## src/rtl/flux_sched_pkg.sv

```systemverilog
// Shared types and index helpers for the round-robin flux scheduler.
// Pure declarations; no logic, no latency, no flow control of its own.
package flux_sched_pkg;

  typedef enum logic {
    IDLE   = 1'b0,
    LOCKED = 1'b1
  } sched_st_e;

  function automatic int tag_width(input int flux);
    return (flux > 1) ? $clog2(flux) : 1;
  endfunction

  // Modulo-FLUX increment that also wraps correctly for non-power-of-2 FLUX.
  function automatic int wrap_inc(input int idx, input int flux);
    return (idx + 1 >= flux) ? 0 : idx + 1;
  endfunction

endpackage

```

## src/rtl/flux_rr_pick.sv

```systemverilog
// First-ready search starting at start_i and wrapping modulo FLUX.
// Purely combinational (zero latency); found_o=0 when nothing is ready.
module flux_rr_pick #(
  parameter int FLUX      = 2,
  parameter int TAG_WIDTH = 1
) (
  input  logic [FLUX-1:0]      ready_i,
  input  logic [TAG_WIDTH-1:0] start_i,
  output logic                 found_o,
  output logic [TAG_WIDTH-1:0] idx_o
);

  // Scan offsets from the far end so the nearest ready index is written last.
  always_comb begin
    found_o = 1'b0;
    idx_o   = '0;
    for (int k = FLUX - 1; k >= 0; k--) begin
      if (ready_i[(int'(start_i) + k) % FLUX]) begin
        found_o = 1'b1;
        idx_o   = TAG_WIDTH'((int'(start_i) + k) % FLUX);
      end
    end
  end

endmodule

```

## src/rtl/flux_rr_scheduler.sv

```systemverilog
// Round-robin scheduler with a per-flux burst quota for one shared two-operand actor.
// Strobes are combinational from FIFO status; FIFO empty/full simply removes a flux from selection.
module flux_rr_scheduler
  import flux_sched_pkg::*;
#(
  parameter int FLUX      = 2,
  parameter int BURST     = 4,
  parameter int TAG_WIDTH = tag_width(FLUX)
) (
  input  logic                 clk,
  input  logic                 rst,
  input  logic                 enable,
  input  logic [FLUX-1:0]      empty_a,
  input  logic [FLUX-1:0]      empty_b,
  input  logic [FLUX-1:0]      full,
  output logic [FLUX-1:0]      read_a,
  output logic [FLUX-1:0]      read_b,
  output logic                 write,
  output logic [TAG_WIDTH-1:0] tag,
  output logic                 locked
);

  localparam int             CW      = $clog2(BURST + 1);
  localparam logic [CW-1:0]  BURST_C = CW'(BURST);

  sched_st_e            st_q, st_d;
  logic [TAG_WIDTH-1:0] cur_q, cur_d;
  logic [TAG_WIDTH-1:0] ptr_q, ptr_d;
  logic [CW-1:0]        bcnt_q, bcnt_d;
  logic [CW-1:0]        cnt_nx;

  logic [FLUX-1:0]      ready;
  logic [TAG_WIDTH-1:0] start;
  logic [TAG_WIDTH-1:0] pick_idx;
  logic [TAG_WIDTH-1:0] sel;
  logic [TAG_WIDTH-1:0] sel_inc;
  logic [TAG_WIDTH-1:0] cur_inc;
  logic                 found;
  logic                 keep;
  logic                 fire;

  assign ready   = ~empty_a & ~empty_b & ~full & {FLUX{enable}};
  assign cur_inc = TAG_WIDTH'(wrap_inc(int'(cur_q), FLUX));
  assign sel_inc = TAG_WIDTH'(wrap_inc(int'(sel), FLUX));

  // A locked flux keeps the grant while ready; otherwise search resumes just past it.
  assign keep  = (st_q == LOCKED) && ready[cur_q];
  assign start = (st_q == LOCKED) ? cur_inc : ptr_q;

  flux_rr_pick #(
    .FLUX      (FLUX),
    .TAG_WIDTH (TAG_WIDTH)
  ) u_pick (
    .ready_i (ready),
    .start_i (start),
    .found_o (found),
    .idx_o   (pick_idx)
  );

  assign sel  = keep ? cur_q : pick_idx;
  assign fire = keep || found;

  always_ff @(posedge clk or posedge rst) begin
    if (rst) begin
      st_q   <= IDLE;
      cur_q  <= '0;
      ptr_q  <= '0;
      bcnt_q <= '0;
    end else begin
      st_q   <= st_d;
      cur_q  <= cur_d;
      ptr_q  <= ptr_d;
      bcnt_q <= bcnt_d;
    end
  end

  always_comb begin
    st_d   = st_q;
    cur_d  = cur_q;
    ptr_d  = ptr_q;
    bcnt_d = bcnt_q;
    cnt_nx = ((st_q == LOCKED) && (sel == cur_q)) ? bcnt_q + 1'b1 : CW'(1);
    if (fire) begin
      cur_d = sel;
      if (cnt_nx == BURST_C) begin
        st_d   = IDLE;
        ptr_d  = sel_inc;
        bcnt_d = '0;
      end else begin
        st_d   = LOCKED;
        bcnt_d = cnt_nx;
      end
    end else if (enable && (st_q == LOCKED)) begin
      // Nothing ready: give up the lock so the next search starts after cur.
      st_d   = IDLE;
      ptr_d  = cur_inc;
      bcnt_d = '0;
    end
  end

  always_comb begin
    read_a = '0;
    read_b = '0;
    write  = 1'b0;
    tag    = '0;
    if (fire && !rst) begin
      read_a[sel] = 1'b1;
      read_b[sel] = 1'b1;
      write       = 1'b1;
      tag         = sel;
    end
  end

  assign locked = (st_q == LOCKED);

endmodule
```

## config.mk

```make
export PLATFORM = sky130hd
export DESIGN_NAME = flux_rr_scheduler
export DESIGN_NICKNAME = d
export VERILOG_FILES = /design/src/rtl/flux_sched_pkg.sv /design/src/rtl/flux_rr_pick.sv /design/src/rtl/flux_rr_scheduler.sv
export SDC_FILE = /design/constraint.sdc
export NUM_CORES = 1
export LEC_CHECK = 0
export CAP_MARGIN = 20
export CORE_AREA = 2 2 39 41
export CTS_CLUSTER_DIAMETER = 30
export CTS_CLUSTER_SIZE = 16
export DETAILED_ROUTE_END_ITERATION = 12
export DIE_AREA = 0 0 41 43
export MAX_ROUTING_LAYER = met4
export PLACE_DENSITY = 0.67
export SETUP_SLACK_MARGIN = 0.5
export SLEW_MARGIN = 20
export SYNTH_ARGS = -nofsm -noshare
export SYNTH_HDL_FRONTEND = slang
export SYNTH_HIERARCHICAL = 1
export SYNTH_SLANG_ARGS = --single-unit
```

## constraint.sdc

```tcl
create_clock -name clk -period 1.6 [get_ports clk]
set_clock_uncertainty 0.05 [all_clocks]
set_input_delay 0.16 -clock clk [delete_from_list [all_inputs] [get_ports clk]]
set_output_delay 0.16 -clock clk [all_outputs]
set_load 0.03 [all_outputs]
```

==> results.md, run 1 <==
- Status: finished with violations
- Violations in the final reports: negative setup slack
- Critical Path Sink Type: output pin
- Area grow syn2layout: 105%
- RSZ-0062 raised after global routing: yes
- 1st-iter DRT viols: 26
- Main synth FF type: dfrtp_1
- Fraction of registers with async set or reset after synthesis: 1.00
- CP Max Fanout: 3
- Hold Path Class: input pin to asynchronous set/reset pin
- Startpoint Class: register
- Cell Chain, Critical Path: buf_6, mux2i_1, inv_1, a21boi_4, nand2_1, a21oi_2, and2_4, buf_6
- Max-slew violations: 0
- Total GRT Usage: 0.228
- Overall die height: 43 um
- Share of layout cells above drive strength 1: 0.626
- # rows: 14
- Clk sinks: 6
- Final instance area: just under 0.001 mm^2
- Peak Freq: 511 MHz
- Syn Inst Count: 54
- Yosys top cell by area: dfrtp_1
- YS warnings: 6
- Core area: 0.00138 mm^2
- Busiest grt layer: met2
- Mapped Area: 472 um^2
- Clock-pin slew on the worst setup and hold paths: 0.05 ns
- Launch point of the worst reg-to-reg path: locked
- Die Wd: 41 um
- Pwr per Cell Area: around 950 mW/mm^2
- Grt met1 use: 0.243
- Via count: 578
- VDD IR-drop max: between 0.7 and 0.8 mV
- Crit path DAT: 1.75 ns
- Root Buffer: clkbuf_4
- Synth cell types: 28
- Hpwl dp: 1.02 mm
- Initial antenna violation count: 0
- Final net count: 110
- Final Util: 0.699
- Critical path class: register to output pin
- Endpoints failing hold: 0
- Final Hold Slack: 0.244 ns
- Worst-skew pair later-pin latency: ~0.25 ns
- Slowest CP cell: dfrtp_2
- Antenna-violating nets left: 0
- Gp weighted congestion: 0.778
- Fin crit period: between 1.5 and 2 ns
- Worst EP required: roughly 1.4 ns
- Tcrit/Tclk final: 1.22
- Htree depth: 1
- Routed WL: between 1.5 and 2 mm
- Final setup fails: 12
- Sequential share of the synthesized area: 0.318
- Crit-path max cell delay: 0.41 ns
- Post-Syn Area per Cell: just under 9 um^2
- Area after DPL: between 700 and 800 um^2
- CP most frequent cell: buf_6
- Synthesized Nets: 64
- Final WS setup: -0.357 ns
- Via density: 5.03
- Largest net degree at the start of global routing: 8
- Max Cap Viol: 0
- Starting Density: 0.341
- Maximum clock path buffer count: 2
- Synthesized flop and latch total: 6
- Setup TNS: -3.43 ns
- Total Die Area: 0.00176 mm^2
- WL/cell: 15.0 um
- Port Buffer Count: 15
- IO Count: 16
- R2R cell count: 10
- Number of global-route vias before repair: between 600 and 700
- Wire length of the first global-routing pass: between 2 and 3 mm
- Synth top area share: 0.318
- Post-synth EDFFs: 0
- Post-cts hold buffer count: 0
- Tightest Pin Transition: 0.224 ns
- Dominant cells by area after synthesis: dfrtp_1, mux2i_1, a21oi_1
- Total grt overflow: 0
- CTS tree: yes
- Leak: roughly 0.48 nW
- Final total power: 922 uW
- Synth cell count leaders: dfrtp_1, inv_1, a21oi_1, nor2_1
- CTS Buf Count: 3
- Crit. Startpoint: locked
- Relative slew slack: 0.850
- Drt pass-1 iters: 4
- DRC errors left: 0
- Met2 usage: 0.391
- N_diodes: 0
- M3 GR Usage: 0.0785
[flip-flops by register name (all words and copies together), names as in the netlist]
name / cells
locked: 1
bcnt_q: 3
cur_q: 1
ptr_q: 1
[cell usage in the layout (no fill, tap or decap), types with 2 or more instances in the layout]
| cell type | Yosys | routed |
|---|---|---|
| dfrtp_1 | 6 | 5 |
| buf_4 | 3 | 18 |
| a22o_1 | 2 | 2 |
| nand4_1 | 2 | 2 |
| a21oi_1 | 5 | 2 |
| clkbuf_4 | 0 | 3 |
| a21oi_2 | 0 | 3 |
| clkdlybuf4s15_1 | 0 | 3 |
| buf_2 | 1 | 3 |
| buf_6 | 0 | 19 |
| inv_1 | 6 | 6 |
| nor2_1 | 5 | 3 |
| mux2i_1 | 3 | 2 |
| and2_4 | 0 | 3 |
[power by group]
part | internal [mW] | total, mW | switching (mW) | leakage [nW]
combinational | 0.291 | 0.537 | 0.246 | 0.387
sequential | 0.198 | 0.231 | 0.0326 | 0.0736
clock | 0.0948 | 0.155 | 0.0600 | 0.0150
total | 0.583 | 0.922 | 0.339 | 0.476
[area by class of cell]
| cell class | instances | area (um^2) |
|---|---|---|
| well taps | 16 | 20.0 |
| flip-flops and latches | 6 | 151 |
| multi-input cells | 38 | 332 |
| inverters | 6 | 22.5 |
| repair buffers | 45 | 415 |
| clock buffers | 4 | 26.3 |
| fillers | 99 | 417 |
[metrics by stage]
stage                     cells  setup WS (ns)
after floorplan              54         -0.184
after global placement       97         -0.936
after detailed placement     97         -0.954
after CTS                   111         -0.338
after global routing        115         -0.458
final                       115         -0.357
[metal layers]
metal	vias up	share of wire
met5	-	0
met3	0	0.053
met1	273	0.41
li1	279	-
met2	26	0.54
met4	0	0
[critical path, delay by kind of cell (launching register included)]
| family | cells | cell delay [ns] |
|---|---|---|
| DFF | 1 | 0.41 |
| muxes | 1 | 0.14 |
| buffers and inverters | 3 | 0.34 |
| AOI/OAI and AO/OA | 2 | 0.33 |
| and+or+nand+nor | 2 | 0.28 |
[final timing paths]
check,end,slack (ns)
setup / recovery,read_a[1],-0.36
hold / removal,cur_q,0.24
setup reg to reg,bcnt_q[1],-0.35
hold reg to reg,bcnt_q[1],0.47
max in group asynchronous,locked,1.12
min in group clk,bcnt_q[1],0.47
[cell families after synthesis]
group                    Yosys count  synth area share
AO/OA/AOI/OAI                     14             0.210
XOR/XNOR                           1            0.0186
adder cells (fa/ha/maj)            1            0.0265
buffers and inverters             10             0.106
flip-flops                         6             0.318
multiplexers                       3            0.0637
AND/OR/NAND/NOR                   19             0.257
[timing repair]
item	4_1_cts	5_1_grt
pin swaps	12	8
endpoints found under the setup margin	13	13
buffers inserted	10	4
resized for setup	55	6
Power figures use the tool's default switching activity.
==> run 2: changes to the inputs <==
--- a/config.mk
+++ b/config.mk
@@ -6,12 +6,13 @@
 export NUM_CORES = 1
 export LEC_CHECK = 0
+export ABC_AREA = 1
 export CAP_MARGIN = 20
-export CORE_AREA = 2 2 39 41
+export CORE_AREA = 2 2 40 42
 export CTS_CLUSTER_DIAMETER = 30
 export CTS_CLUSTER_SIZE = 16
 export DETAILED_ROUTE_END_ITERATION = 12
-export DIE_AREA = 0 0 41 43
+export DIE_AREA = 0 0 42 44
 export MAX_ROUTING_LAYER = met4
-export PLACE_DENSITY = 0.67
+export PLACE_DENSITY = 0.7
 export SETUP_SLACK_MARGIN = 0.5
 export SLEW_MARGIN = 20
--- a/constraint.sdc
+++ b/constraint.sdc
@@ -3,3 +3,3 @@
 set_input_delay 0.16 -clock clk [delete_from_list [all_inputs] [get_ports clk]]
 set_output_delay 0.16 -clock clk [all_outputs]
-set_load 0.03 [all_outputs]
+set_load 0.005 [all_outputs]
==> run 2 against run 1 <==
Compared with the run above:
- the run still ends with negative setup slack left
- power decreased by 14%
- core utilization rose by 5.2 points
- final cell count grew 23%
- first-iteration DRC count down 73%
- register-to-register slack improved by 0.16 ns
- synthesized area is 15% higher
==> results.md, run 2 <==
- Status: finished with violations
- Violations in the final reports: negative setup slack
- Post-Syn Area per Cell: 7.11 um^2 (-19%)
- Synth cell types: 22 (-21%)
- Max reg flops: 3 (unchanged)
- Final WS setup: -0.192 ns (+0.165 ns)
- Crit. Startpoint: locked
- Drt pass-1 iters: 4 (unchanged)
- Largest Register: bcnt_q
- Final setup fails: 11 (-1)
- CTS Buf Count: 3 (unchanged)
- CTS tree: yes
- Cell Chain, Critical Path: nand2_1, inv_2, buf_12, nand3_4, buf_4, nand2_4, nand2_4, buf_6, nand2_4, nand2_1, nand4_1, nand2_1, nand3_1, nand2_1
- Tightest Pin Transition: 0.259 ns (+0.0349 ns)
- Fin crit period: 1.79 ns (-0.165 ns)
- Post-synth EDFFs: 0 (unchanged)
- Die Wd: 42 um (+2.4%)
- Number of global-route vias before repair: 705 (+16%)
- Synthesized Nets: 86 (+34%)
- Final Util: 0.750 (+0.0515)
- Dominant cells by area after synthesis: dfrtp_1, inv_1, nand2_1
- Leak: 0.564 nW (+19%)
- Slowest CP cell: dfrtp_1
- Peak Freq: 558 MHz (+9.2%)
- Tcrit/Tclk final: 1.12 (-0.103)
- Critical path depth in cells: 14 (+6)
- Synth top area share: 0.278 (-0.0405)
- Via density: 4.76 (-5.3%)
- Area after DPL: 862 um^2 (+16%)
- YS warnings: 6 (unchanged)
- Largest net degree at the start of global routing: 7 (-1)
- DRC errors left: 0 (unchanged)
- Max Cap Viol: 0 (unchanged)
- Maximum clock path buffer count: 2 (unchanged)
- Share of layout cells above drive strength 1: 0.616 (-0.0103)
- # rows: 14 (unchanged)
- Fill count: 109 (+10%)
- Crit-path max cell delay: 0.42 ns (about the same)
- Hpwl dp: 1.02 mm (about the same)
- DP Worst Slack: -0.753 ns (+0.201 ns)
- Syn Inst Count: 76 (+41%)
- Max-slew violations: 0 (unchanged)
- Routed WL: 1.74 mm (+1.2%)
- CP Max Fanout: 4 (+1)
- Mapped Area: 541 um^2 (+15%)
- N_diodes: 0 (unchanged)
- Most common cell after layout, fill and taps aside: buf_4
- Antenna-violating nets left: 0 (unchanged)
- VDD IR-drop max: 0.530 mV (-33%)
- Final net count: 137 (+25%)
- Area grow syn2layout: 97.0%
- IO Count: 16 (unchanged)
- Endpoints failing hold: 0 (unchanged)
- Htree depth: 1 (unchanged)
- Synthesized flop and latch total: 6 (unchanged)
- Total GRT Usage: 0.222 (-0.00532)
- Worst hold start: enable
- Yosys top cell by area: dfrtp_1
- Total grt overflow: 0 (unchanged)
- Post-cts hold buffer count: 0 (unchanged)
- Main synth FF type: dfrtp_1
- Hold Path Class: input pin to register
- Clock-pin slew on the worst setup and hold paths: 0.04 ns (about the same)
- Clk sinks: 6 (unchanged)
- Pwr per Cell Area: 746 mW/mm^2 (-22%)
- Overall die height: 44 um (+2.3%)
- Wire length of the first global-routing pass: 2.94 mm (+15%)
- RSZ-0062 raised after global routing: yes
- Critical path class: register to register
- Starting Density: 0.381 (+0.0401)
- CP Buf/Inv Count: 4 (+1)
- Final total power: 795 uW (-14%)
- Root Buffer: clkbuf_4
- Worst-skew pair later-pin latency: 0.24 ns (about the same)
- Gp weighted congestion: 0.792 (+1.8%)
- Worst EP required: 1.68 ns (+0.29 ns)
- Synth cell count leaders: inv_1, nand2_1, nor2_1, dfrtp_1, nand3_1
- WL/cell: 12.3 um (-17%)
- Launch point of the worst reg-to-reg path: locked
- Total Die Area: 0.00185 mm^2 (+4.8%)
- Port Buffer Count: 15 (unchanged)
- Startpoint Class: register
- Core area: 0.00142 mm^2 (+2.5%)
- Critical Path Sink Type: register
- 1st-iter DRT viols: 7 (-73%)
- Sequential share of the synthesized area: 0.278 (-0.0405)
- Via count: 671 (+16%)
- Initial antenna violation count: 0 (unchanged)
- R2R cell count: 14 (+4)
- Relative slew slack: 0.827 (-0.0228)
- Fraction of registers with async set or reset after synthesis: 1.00 (unchanged)
- Min-Delay Path Depth: 4
- Setup TNS: -1.58 ns (+1.85 ns)
- Final instance area: 0.00106 mm^2 (+10%)
- Cell family with most CP delay: simple AND/OR/NAND/NOR gates
- Crit path DAT: 1.87 ns (+0.12 ns)
- Most frequent cells in the layout: buf_4, buf_6, inv_1
- CP most frequent cell: nand2_1
- Top-count cell post-synth: inv_1
## run 2: changes by cell type in the layout (fill, tap and decap cells not counted), moves of 5 or more
cell and change:
dlygate4sd2_1 +6, buf_6 -7, buf_4 +5, nand3_1 +5
nand2_1 +8, inv_1 +5, nand2_4 +5, inv_2 +6
## run 2: final cells by class
type	instances	area (um^2)	area share
inverters	19	77.6	0.0729
repair buffers	49	420	0.395
multi-input cells	48	374	0.351
clock buffers	3	22.5	0.0212
flip-flops and latches	6	150	0.141
well taps	16	20.0	0.0188
## run 2: layer usage
metal	routed length [um]	global-route usage
met1	656	0.225
met2	943	0.416
met3	69	0.0125
met4	71	0.142
met5	0	-
## run 2: worst paths after layout
path,slack [ns],end
setup / recovery,-0.19,ptr_q
hold / removal,0.22,ptr_q
setup reg to reg,-0.19,ptr_q
hold reg to reg,0.46,ptr_q
max in group asynchronous,1.16,cur_q
min in group asynchronous,0.23,bcnt_q[0]
## run 2: what timing repair did
item,4_1_cts,5_1_grt
endpoints found under the setup margin,13,13
gates cloned,0,0
gates resized for setup,61,6
pin swaps,13,3
setup buffers,13,1
## run 2: where the power goes
part	switching, mW	total, mW	leakage (nW)	internal [mW]
combinational	0.206	0.444	0.473	0.238
sequential	0.0329	0.218	0.0770	0.185
clock	0.0485	0.133	0.0138	0.0844
total	0.287	0.795	0.564	0.508
## run 2: stage by stage
step                      hold WS, ns  cells
after floorplan               -0.0676     76
after global placement          0.439    124
after detailed placement        0.444    124
after CTS                       0.221    140
after global routing            0.263    141
final                           0.224    141
## run 2: logic make-up after synthesis
group,synth area share
adders and majority gates,0.0231
xor gates and xnor gates,0.0162
buffers and inverters,0.174
and+or+nand+nor,0.398
DFF,0.278
AOI/OAI and AO/OA,0.111
## run 2: worst register-to-register path: stages, from the launching register on
cell     delay (ns)
dfrtp_1        0.42
nand2_1        0.10
inv_2          0.09
buf_12         0.11
nand3_4        0.08
buf_4          0.15
nand2_4        0.09
nand2_4        0.06
buf_6          0.13
nand2_4        0.07
nand2_1        0.06
nand4_1        0.09
nand2_1        0.08
nand3_1        0.07
nand2_1        0.05
